[config.mk]
export PLATFORM = sky130hd
export DESIGN_NAME = mag_share_arbiter
export DESIGN_NICKNAME = d
export VERILOG_FILES = /design/src/rtl/mag_share_arbiter.sv
export SDC_FILE = /design/constraint.sdc
export NUM_CORES = 1
export LEC_CHECK = 0
export BUFFER_PORTS_ARGS = -buffer_cell sky130_fd_sc_hd__buf_4
export CAP_MARGIN = 20
export CORE_ASPECT_RATIO = 0.9
export CORE_MARGIN = 2
export CORE_UTILIZATION = 41
export CTS_BUF_LIST = sky130_fd_sc_hd__clkbuf_8
export DETAILED_ROUTE_END_ITERATION = 10
export GPL_ROUTABILITY_DRIVEN = 0
export PLACE_DENSITY = 0.79
export SETUP_SLACK_MARGIN = 0.3
export SYNTH_ARGS = -nofsm -noshare
export SYNTH_HDL_FRONTEND = slang
export SYNTH_SLANG_ARGS = --single-unit
[constraint.sdc]
create_clock -name Clk -period 2 [get_ports Clk]
set_clock_uncertainty 0.15 [all_clocks]
set_input_delay 0.1 -clock Clk [delete_from_list [all_inputs] [get_ports Clk]]
set_output_delay 0.1 -clock Clk [all_outputs]
set_load 0.05 [all_outputs]
[src/rtl/mag_share_arbiter.sv]
`default_nettype none
`timescale 1ns/1ps
// ============================================================================
// Module      : mag_share_arbiter
// Description : Round-robin burst arbiter sharing one |Re|+|Im| unit between
//               two requesters, with tagged return routing of results.
// Revision    : 1.0 - initial release
// ============================================================================
module mag_share_arbiter #(
    parameter int DW        = 21,
    parameter int MAG_LAT   = 2,
    parameter int MAX_BURST = 64
) (
    input  logic          Clk,
    input  logic          Rst_n,
    input  logic          Req0,
    input  logic          Req1,
    input  logic          Last0,
    input  logic          Last1,
    input  logic          DataEn0,
    input  logic          DataEn1,
    input  logic [DW-1:0] Re0,
    input  logic [DW-1:0] Im0,
    input  logic [DW-1:0] Re1,
    input  logic [DW-1:0] Im1,
    output logic          Gnt0,
    output logic          Gnt1,
    output logic          AbsEn0,
    output logic          AbsEn1,
    output logic [DW:0]   Abs0,
    output logic [DW:0]   Abs1,
    output logic          MagDataEnable,
    output logic [DW-1:0] MagDataRe,
    output logic [DW-1:0] MagDataIm,
    input  logic          MagAbsoluteEnable,
    input  logic [DW:0]   MagAbsolute,
    output logic [1:0]    Drop,
    output logic          TagErr
);

    localparam int       CW     = $clog2(MAX_BURST + 1);
    localparam logic [1:0] S_IDLE = 2'd0;
    localparam logic [1:0] S_GNT0 = 2'd1;
    localparam logic [1:0] S_GNT1 = 2'd2;

    logic [1:0]    r_state;
    logic [1:0]    w_state_nxt;
    logic          r_ptr;
    logic          w_ptr_nxt;
    logic [CW-1:0] r_cnt;
    logic [CW-1:0] w_cnt_nxt;

    logic          w_gnt0;
    logic          w_gnt1;
    logic          w_acc;
    logic          w_last;
    logic          w_req_g;
    logic          w_end;
    logic [DW-1:0] w_re;
    logic [DW-1:0] w_im;

    logic [MAG_LAT:0] r_tag_v;
    logic [MAG_LAT:0] r_tag_p;
    logic             w_hit;

    logic          r_mag_en;
    logic [DW-1:0] r_mag_re;
    logic [DW-1:0] r_mag_im;
    logic          r_absen0;
    logic          r_absen1;
    logic [DW:0]   r_abs0;
    logic [DW:0]   r_abs1;
    logic [1:0]    r_drop;
    logic          r_tagerr;

    assign w_gnt0  = (r_state == S_GNT0);
    assign w_gnt1  = (r_state == S_GNT1);
    assign w_acc   = (DataEn0 & w_gnt0) | (DataEn1 & w_gnt1);
    assign w_last  = w_gnt1 ? Last1 : Last0;
    assign w_req_g = w_gnt1 ? Req1  : Req0;
    assign w_re    = w_gnt1 ? Re1   : Re0;
    assign w_im    = w_gnt1 ? Im1   : Im0;

    // Last and the MAX_BURST-th sample coinciding still yield one end.
    assign w_end = (w_gnt0 | w_gnt1) &
                   (~w_req_g | (w_acc & (w_last | (r_cnt == CW'(MAX_BURST - 1)))));

    always_ff @(posedge Clk) begin
        if (!Rst_n) begin
            r_state <= S_IDLE;
            r_ptr   <= 1'b0;
            r_cnt   <= '0;
        end else begin
            r_state <= w_state_nxt;
            r_ptr   <= w_ptr_nxt;
            r_cnt   <= w_cnt_nxt;
        end
    end

    always_comb begin
        w_state_nxt = r_state;
        w_ptr_nxt   = r_ptr;
        w_cnt_nxt   = r_cnt;
        case (r_state)
            S_IDLE: begin
                if (Req0 && Req1)
                    w_state_nxt = r_ptr ? S_GNT1 : S_GNT0;
                else if (Req0)
                    w_state_nxt = S_GNT0;
                else if (Req1)
                    w_state_nxt = S_GNT1;
            end
            S_GNT0, S_GNT1: begin
                if (w_end) begin
                    w_state_nxt = S_IDLE;
                    w_ptr_nxt   = w_gnt0;
                    w_cnt_nxt   = '0;
                end else if (w_acc && (r_cnt != CW'(MAX_BURST))) begin
                    w_cnt_nxt = r_cnt + CW'(1);
                end
            end
            default: w_state_nxt = S_IDLE;
        endcase
    end

    always_comb begin
        Gnt0 = w_gnt0;
        Gnt1 = w_gnt1;
    end

    // The last tag stage is aligned with the unit's AbsoluteEnable.
    assign w_hit = MagAbsoluteEnable & r_tag_v[MAG_LAT];

    always_ff @(posedge Clk) begin
        if (!Rst_n) begin
            r_mag_en <= 1'b0;
            r_mag_re <= '0;
            r_mag_im <= '0;
            r_tag_v  <= '0;
            r_tag_p  <= '0;
            r_absen0 <= 1'b0;
            r_absen1 <= 1'b0;
            r_abs0   <= '0;
            r_abs1   <= '0;
            r_drop   <= '0;
            r_tagerr <= 1'b0;
        end else begin
            r_mag_en   <= w_acc;
            r_mag_re   <= w_acc ? w_re : '0;
            r_mag_im   <= w_acc ? w_im : '0;
            r_tag_v[0] <= w_acc;
            r_tag_p[0] <= w_gnt1;
            for (int i = 1; i <= MAG_LAT; i++) begin
                r_tag_v[i] <= r_tag_v[i-1];
                r_tag_p[i] <= r_tag_p[i-1];
            end
            r_absen0 <= w_hit & ~r_tag_p[MAG_LAT];
            r_absen1 <= w_hit &  r_tag_p[MAG_LAT];
            r_abs0   <= (w_hit & ~r_tag_p[MAG_LAT]) ? MagAbsolute : '0;
            r_abs1   <= (w_hit &  r_tag_p[MAG_LAT]) ? MagAbsolute : '0;
            r_drop   <= {DataEn1 & ~w_gnt1, DataEn0 & ~w_gnt0};
            r_tagerr <= MagAbsoluteEnable & ~r_tag_v[MAG_LAT];
        end
    end

    assign MagDataEnable = r_mag_en;
    assign MagDataRe     = r_mag_re;
    assign MagDataIm     = r_mag_im;
    assign AbsEn0        = r_absen0;
    assign AbsEn1        = r_absen1;
    assign Abs0          = r_abs0;
    assign Abs1          = r_abs1;
    assign Drop          = r_drop;
    assign TagErr        = r_tagerr;

endmodule
`default_nettype wire
-- Word level (Yosys, flattened, before mapping)
Cells that the tools add are included.
- bits in registers: 108
- bits of input ports: 115
- output and inout port bits: 94
- logic and storage cells: 63
- $add $sub $neg: 1
- equal/unequal tests: 6
- multiplexer cells: 12
- bitwise gates (word level): 19
- reductions and logical operators: 11
- operators by type and width (cell ; count):
    $mux 21 ; 2
    $mux 7 ; 2
    $reduce_and 2->1 ; 6
    $and 1x1->1 ; 10
    $mux 2 ; 5
    $add 7x1->7 const B ; 1
    $eq 7x6->1 const B ; 1
    $ne 7x7->1 const B ; 1
    $not 1->1 ; 5
    $ne 4x4->1 const B ; 1
    $or 1x1->1 ; 4
    $pmux 2 s2 ; 1
    $eq 2x1->1 const B ; 1
    $eq 2x2->1 const B ; 1
    $logic_and 1x1->1 ; 2
    $logic_not 2->1 ; 1
    $mux 1 ; 2
    $ne 2x2->1 const B ; 1
    $reduce_bool 2->1 ; 1
    $reduce_or 2->1 ; 1

-- Depth between registers and ports, before layout
- word-level depth: 8
- depth in mapped cells: 7
- mapped depth without buffers: 6

-- Worst setup path after synthesis
OpenSTA, ideal clock, no wires.
- kind: flip-flop to flip-flop
- start point: register r_state[0]
- end point: register r_state[0]
- setup time: 0.072 ns
- data arrival time: 2.121 ns
- required time: 1.778 ns
- setup slack: -0.343 ns
- stages on the path, launching flop included: 8
- path buffers: 1
- clock period less this slack: 2.343 ns
- path through: dfxtp_1 > inv_1 > ha_1 > buf_2 > mux2i_1 > o311a_1 > a21bo_2 > mux2i_1
- cells in the longest elaborated chain, start to end: 8
- elaborated cells between the ends (all ways): 19
- classes of those cells: 4 x eq/ne; 3 x mux; 9 x bitwise; 3 x reduce/logical
- ends and longest elaborated chain (item ; line ; RTL):
    start, declared ; 46 ; logic [1:0] r_state;
    start signal, assigned ; 94 ; r_state <= w_state_nxt;
    $eq 2x2->1 * ; 77 ; assign w_gnt1 = (r_state == S_GNT1);
    named net Gnt1 ; 27 ; output logic Gnt1,
    $and 1x1->1 or $mux 1 (tied branches) ; 78, 79 ;
    $or 1x1->1, on equally long branches ; 78, 86 ;
    $and 1x1->1 ; 86 ; (~w_req_g | (w_acc & (w_last | (r_cnt == CW'(MAX_BURST - 1)))));
    $or 1x1->1 ; 86 ;
    $and 1x1->1 ; 85 ; assign w_end = (w_gnt0 | w_gnt1) &
    $ne 2x2->1 (no source line) ; n/a ;
    $reduce_and 2->1 (no source line) ; n/a ;
The timed path passes the listed nets; every way through them passes the cells marked *.
A chain may end at the register's enable or synchronous reset.

-- Worst setup path after layout
- start point: register r_state[0]
- end point: register r_cnt[4]
- cells in the longest elaborated chain, start to end: 8
- elaborated cells between the ends (all ways): 18
- classes of those cells: 2 x eq/ne; 3 x mux; 9 x bitwise; 4 x reduce/logical
- ends and longest elaborated chain (item ; line ; RTL):
    $eq 2x1->1 or $eq 2x2->1 (tied branches) ; 76, 104, 77 ;
    $and 1x1->1 or $mux 1 (tied branches) ; 78, 79 ;
    $or 1x1->1, on equally long branches ; 78, 86 ;
    $and 1x1->1 ; 86 ;
    $or 1x1->1 ; 86 ;
    $and 1x1->1 ; 85 ;
    $reduce_bool 2->1 (no source line) ; n/a ;
    $reduce_and 2->1 (no source line) ; n/a ;
    end signal, assigned ; 96 ; r_cnt <= w_cnt_nxt;
    end, declared ; 50 ; logic [CW-1:0] r_cnt;
Several ways; a longest one is shown, not always the timed one.

==> impl_summary.txt <==
----------------------------------------------------
[Route]
  DRT Pass-1 Iters ... 4
  Total number of vias ... 3784
  Routed length per placed instance ... around 18 um
  Vias per std cell ... roughly 4.8
  Initial drt markers ... approximately 100
  # DRC ... 0
  Routed WL ... around 14 mm
  Antenna Violating Nets Remaining ... 0

[Floorplan]
  Floorplan die area ... 9632 um^2
  Site Rows ... 32
  Die Span X ... just over 100 um
  I/O Pins ... about 210
  Height of the chip ... about 93 um
  Initial Utilization ... 0.4221
  Core ar. ... approximately 8600 um^2

[Worst hold path]
  Class of the tightest hold or removal check ... input port to flip-flop

[Timing]
  Minimum setup slack in the final design ... 61.27 ps
  Hold slack ... roughly 160 ps
  Achievable clock frequency ... 515.8 MHz
  Setup Viol. Count Final ... 0
  Final hold vios ... 0
  Share of the clock period used by the worst path after layout ... 0.9694
  Setup repair after global routing missed its margin ... yes
  Tightest slew margin relative to the limit ... 0.7522
  Total negative slack for setup checks ... 0 ps
  Transition time of the tightest slew-check pin ... around 370 ps
  Min Tclk post-route ... just under 2000 ps
  Final number of max-transition violations ... 0

[Synthesis]
  Synth Register Bits ... approximately 110
  Mapped cell area ... between 3000 and 4000 um^2
  Synth warnings ... 0
  Average size of a mapped cell ... between 10 and 15 um^2
  Count of different cell masters after synthesis ... 35
  Post-synthesis instance total ... approximately 340
  Number of nets produced by synthesis ... roughly 460
  Sequential share of the synthesized area ... 0.5895

[Setup path]
  Sort of element at the start of the critical path ... flip-flop
  Crit Path Class ... flip-flop to flip-flop
  Arrival time at the worst endpoint ... 2070 ps
  Setup slack of the most critical reg-to-reg path ... around 61 ps
  Max FO, Critical Path ... 7
  Required time at the worst-slack endpoint ... between 2000 and 2500 ps
  Capturing element type of the critical path ... flip-flop

[Clock tree]
  Clock tree from TritonCTS ... done
  Clock insertion delay at the later pin of the skew report ... around 360 ps
  Clock sinks ... 107
  Number of clock buffers inserted by TritonCTS ... 9
  Max clock buf depth ... 2
  Clk slew on worst S/H paths ... 110 ps
  Cell at the root of the clock tree ... clkbuf_8
  Level count of the clock H-tree ... 3

[Global routing]
  Initial antenna violation count ... 1
  Maximum number of pins on one net before global-route repair ... 33
  Overflow left after global routing ... 0
  Wire length of the first global-routing pass ... 21.06 mm
  GRT busiest layer ... met2
  Tot GR Track Use ... 0.2883
  Met2 Track Usage GR ... 0.5238
  Met1 usage ... 0.3119
  GR Layer Usage met3 ... 0.07848
  Via count of the first global-routing pass ... roughly 4100

[Run]
  Number of max-cap violations ... 0

[Layout]
  Final core utilization ... 0.8156
  Fraction of layout cells with a size suffix above 1 ... 0.4000
  Area grow syn2layout ... 93.22%
  Net count of the finished layout ... between 700 and 800

[Placed design]
  Hpwl dp ... ~7.5 mm
  Setup slack at placement ... ~56 ps
  Count of buffers inserted at the top-level ports ... 208

[Power]
  Leakage component of the power ... 3.175 nW
  Largest vdd supply drop ... roughly 580 uV
  Power density over cell area ... between 700 and 800 nW/um^2

[Outcome]
  Status ... completed

----------------------------------------------------
## area by class of cell
class | instances | area (um^2)
clock buffers | 10 | 137.6
well taps | 119 | 148.9
flip-flops and latches | 107 | 2150
inverters | 9 | 38.79
clock inverters | 6 | 65.06
repair buffers | 338 | 2917
diodes | 1 | 2.502
multi-input cells | 205 | 1562
fillers | 495 | 1588
## metal layers
layer	vias to the layer above	wire (um)
li1	1780	-
met1	1771	5190
met2	191	7625
met3	42	1040
met4	0	436
met5	-	0
## worst max-delay path: stages, from the launching register on
cell and delay (ps):
dfxtp_4 370, inv_6 70, ha_4 220, mux2i_4 330
o311a_4 290, nand4_1 170, o211ai_1 240
## metrics by stage
stage | instance area, um^2 | std cells | power (W)
after floorplan | 3729 | 336 | 0.003206
after global placement | 5435 | 654 | 0.003613
after detailed placement | 5435 | 654 | 0.003644
after CTS | 6937 | 792 | 0.005291
after global routing | 7020 | 795 | 0.005580
final | 7020 | 795 | 0.005372
## registers in the layout, summed over array words and instances (netlist names), 2 cells and up
register and flops:
r_tag_v 3, Drop 2, r_state 2, r_tag_p 3, Abs1 22, r_cnt 7, MagDataRe 21, MagDataIm 21
Abs0 22
## where the power goes
group	internal, W	switching, W	leakage, nW
clock	0.000525	0.000804	0.104
combinational	0.000866	0.000888	2.21
sequential	0.00223	0.0000556	0.866
## kinds of logic after synthesis
group / share of synthesized area
flip-flops: 0.5895
adder cells (fa/ha/maj): 0.02066
AO/OA/AOI/OAI: 0.04787
multiplexers: 0.1281
AND/OR/NAND/NOR: 0.1887
buffers and inverters: 0.02514
## path summary, 6_finish.rpt
check                  start  cells after the start  endpoint
hold reg to reg   r_tag_v[2]                      1    TagErr
hold / removal          Req1                      5  r_cnt[3]
setup / recovery  r_state[0]                      6  r_cnt[4]
setup reg to reg  r_state[0]                      6  r_cnt[4]
## cell usage after synthesis (all sizes together)
master / count / area share
and2: 51 / 0.088
ha: 6 / 0.021
nand4: 3 / 0.0052
mux2i: 45 / 0.12
nor2b: 2 / 0.0034
a22o: 1 / 0.0024
dfxtp: 107 / 0.59
inv: 9 / 0.0093
o32ai: 1 / 0.0024
o311a: 1 / 0.0028
or3: 2 / 0.0034
nor3b: 1 / 0.0021
nand3: 3 / 0.0041
buf: 5 / 0.0055
o2111ai: 2 / 0.0048
a31o: 1 / 0.0024
mux2: 1 / 0.0041
a211oi: 1 / 0.0034
o22ai: 2 / 0.0034
o311ai: 1 / 0.0045
or3b: 1 / 0.0024
clkbuf: 10 / 0.010
a21oi: 4 / 0.0055
a21bo: 2 / 0.0055
a32oi: 1 / 0.0024
o211ai: 1 / 0.0021
or4b: 2 / 0.0065
nand2: 17 / 0.018
nand4b: 1 / 0.0065
nor2: 48 / 0.050
o21ai: 3 / 0.0041
a22oi: 1 / 0.0021
## repair_timing
action | 4_1_cts | 5_1_grt
cloned | 1 | 1
buffers inserted | 7 | 1
hold buffers | 114 | 0
setup endpoints to repair | 11 | 16
resized for setup | 13 | 11
pin swaps | 8 | 7
hold endpoints to repair | 102 | 0
## cells in the final DEF, fill, tap and decap left out, types with 2 or more instances in the layout
cell type,count
nand3_1,2
dlygate4sd3_1,114
inv_8,2
nand2_1,16
inv_6,2
buf_4,215
dfxtp_1,105
nand4_1,3
nor2_1,48
a21oi_2,2
mux2i_1,44
dfxtp_4,2
inv_1,7
and2_1,50
o21ai_0,2
ha_4,4
clkinv_4,2
clkbuf_8,10
a21oi_1,2
buf_6,5
or3_1,2
Power figures use the tool's default switching activity.
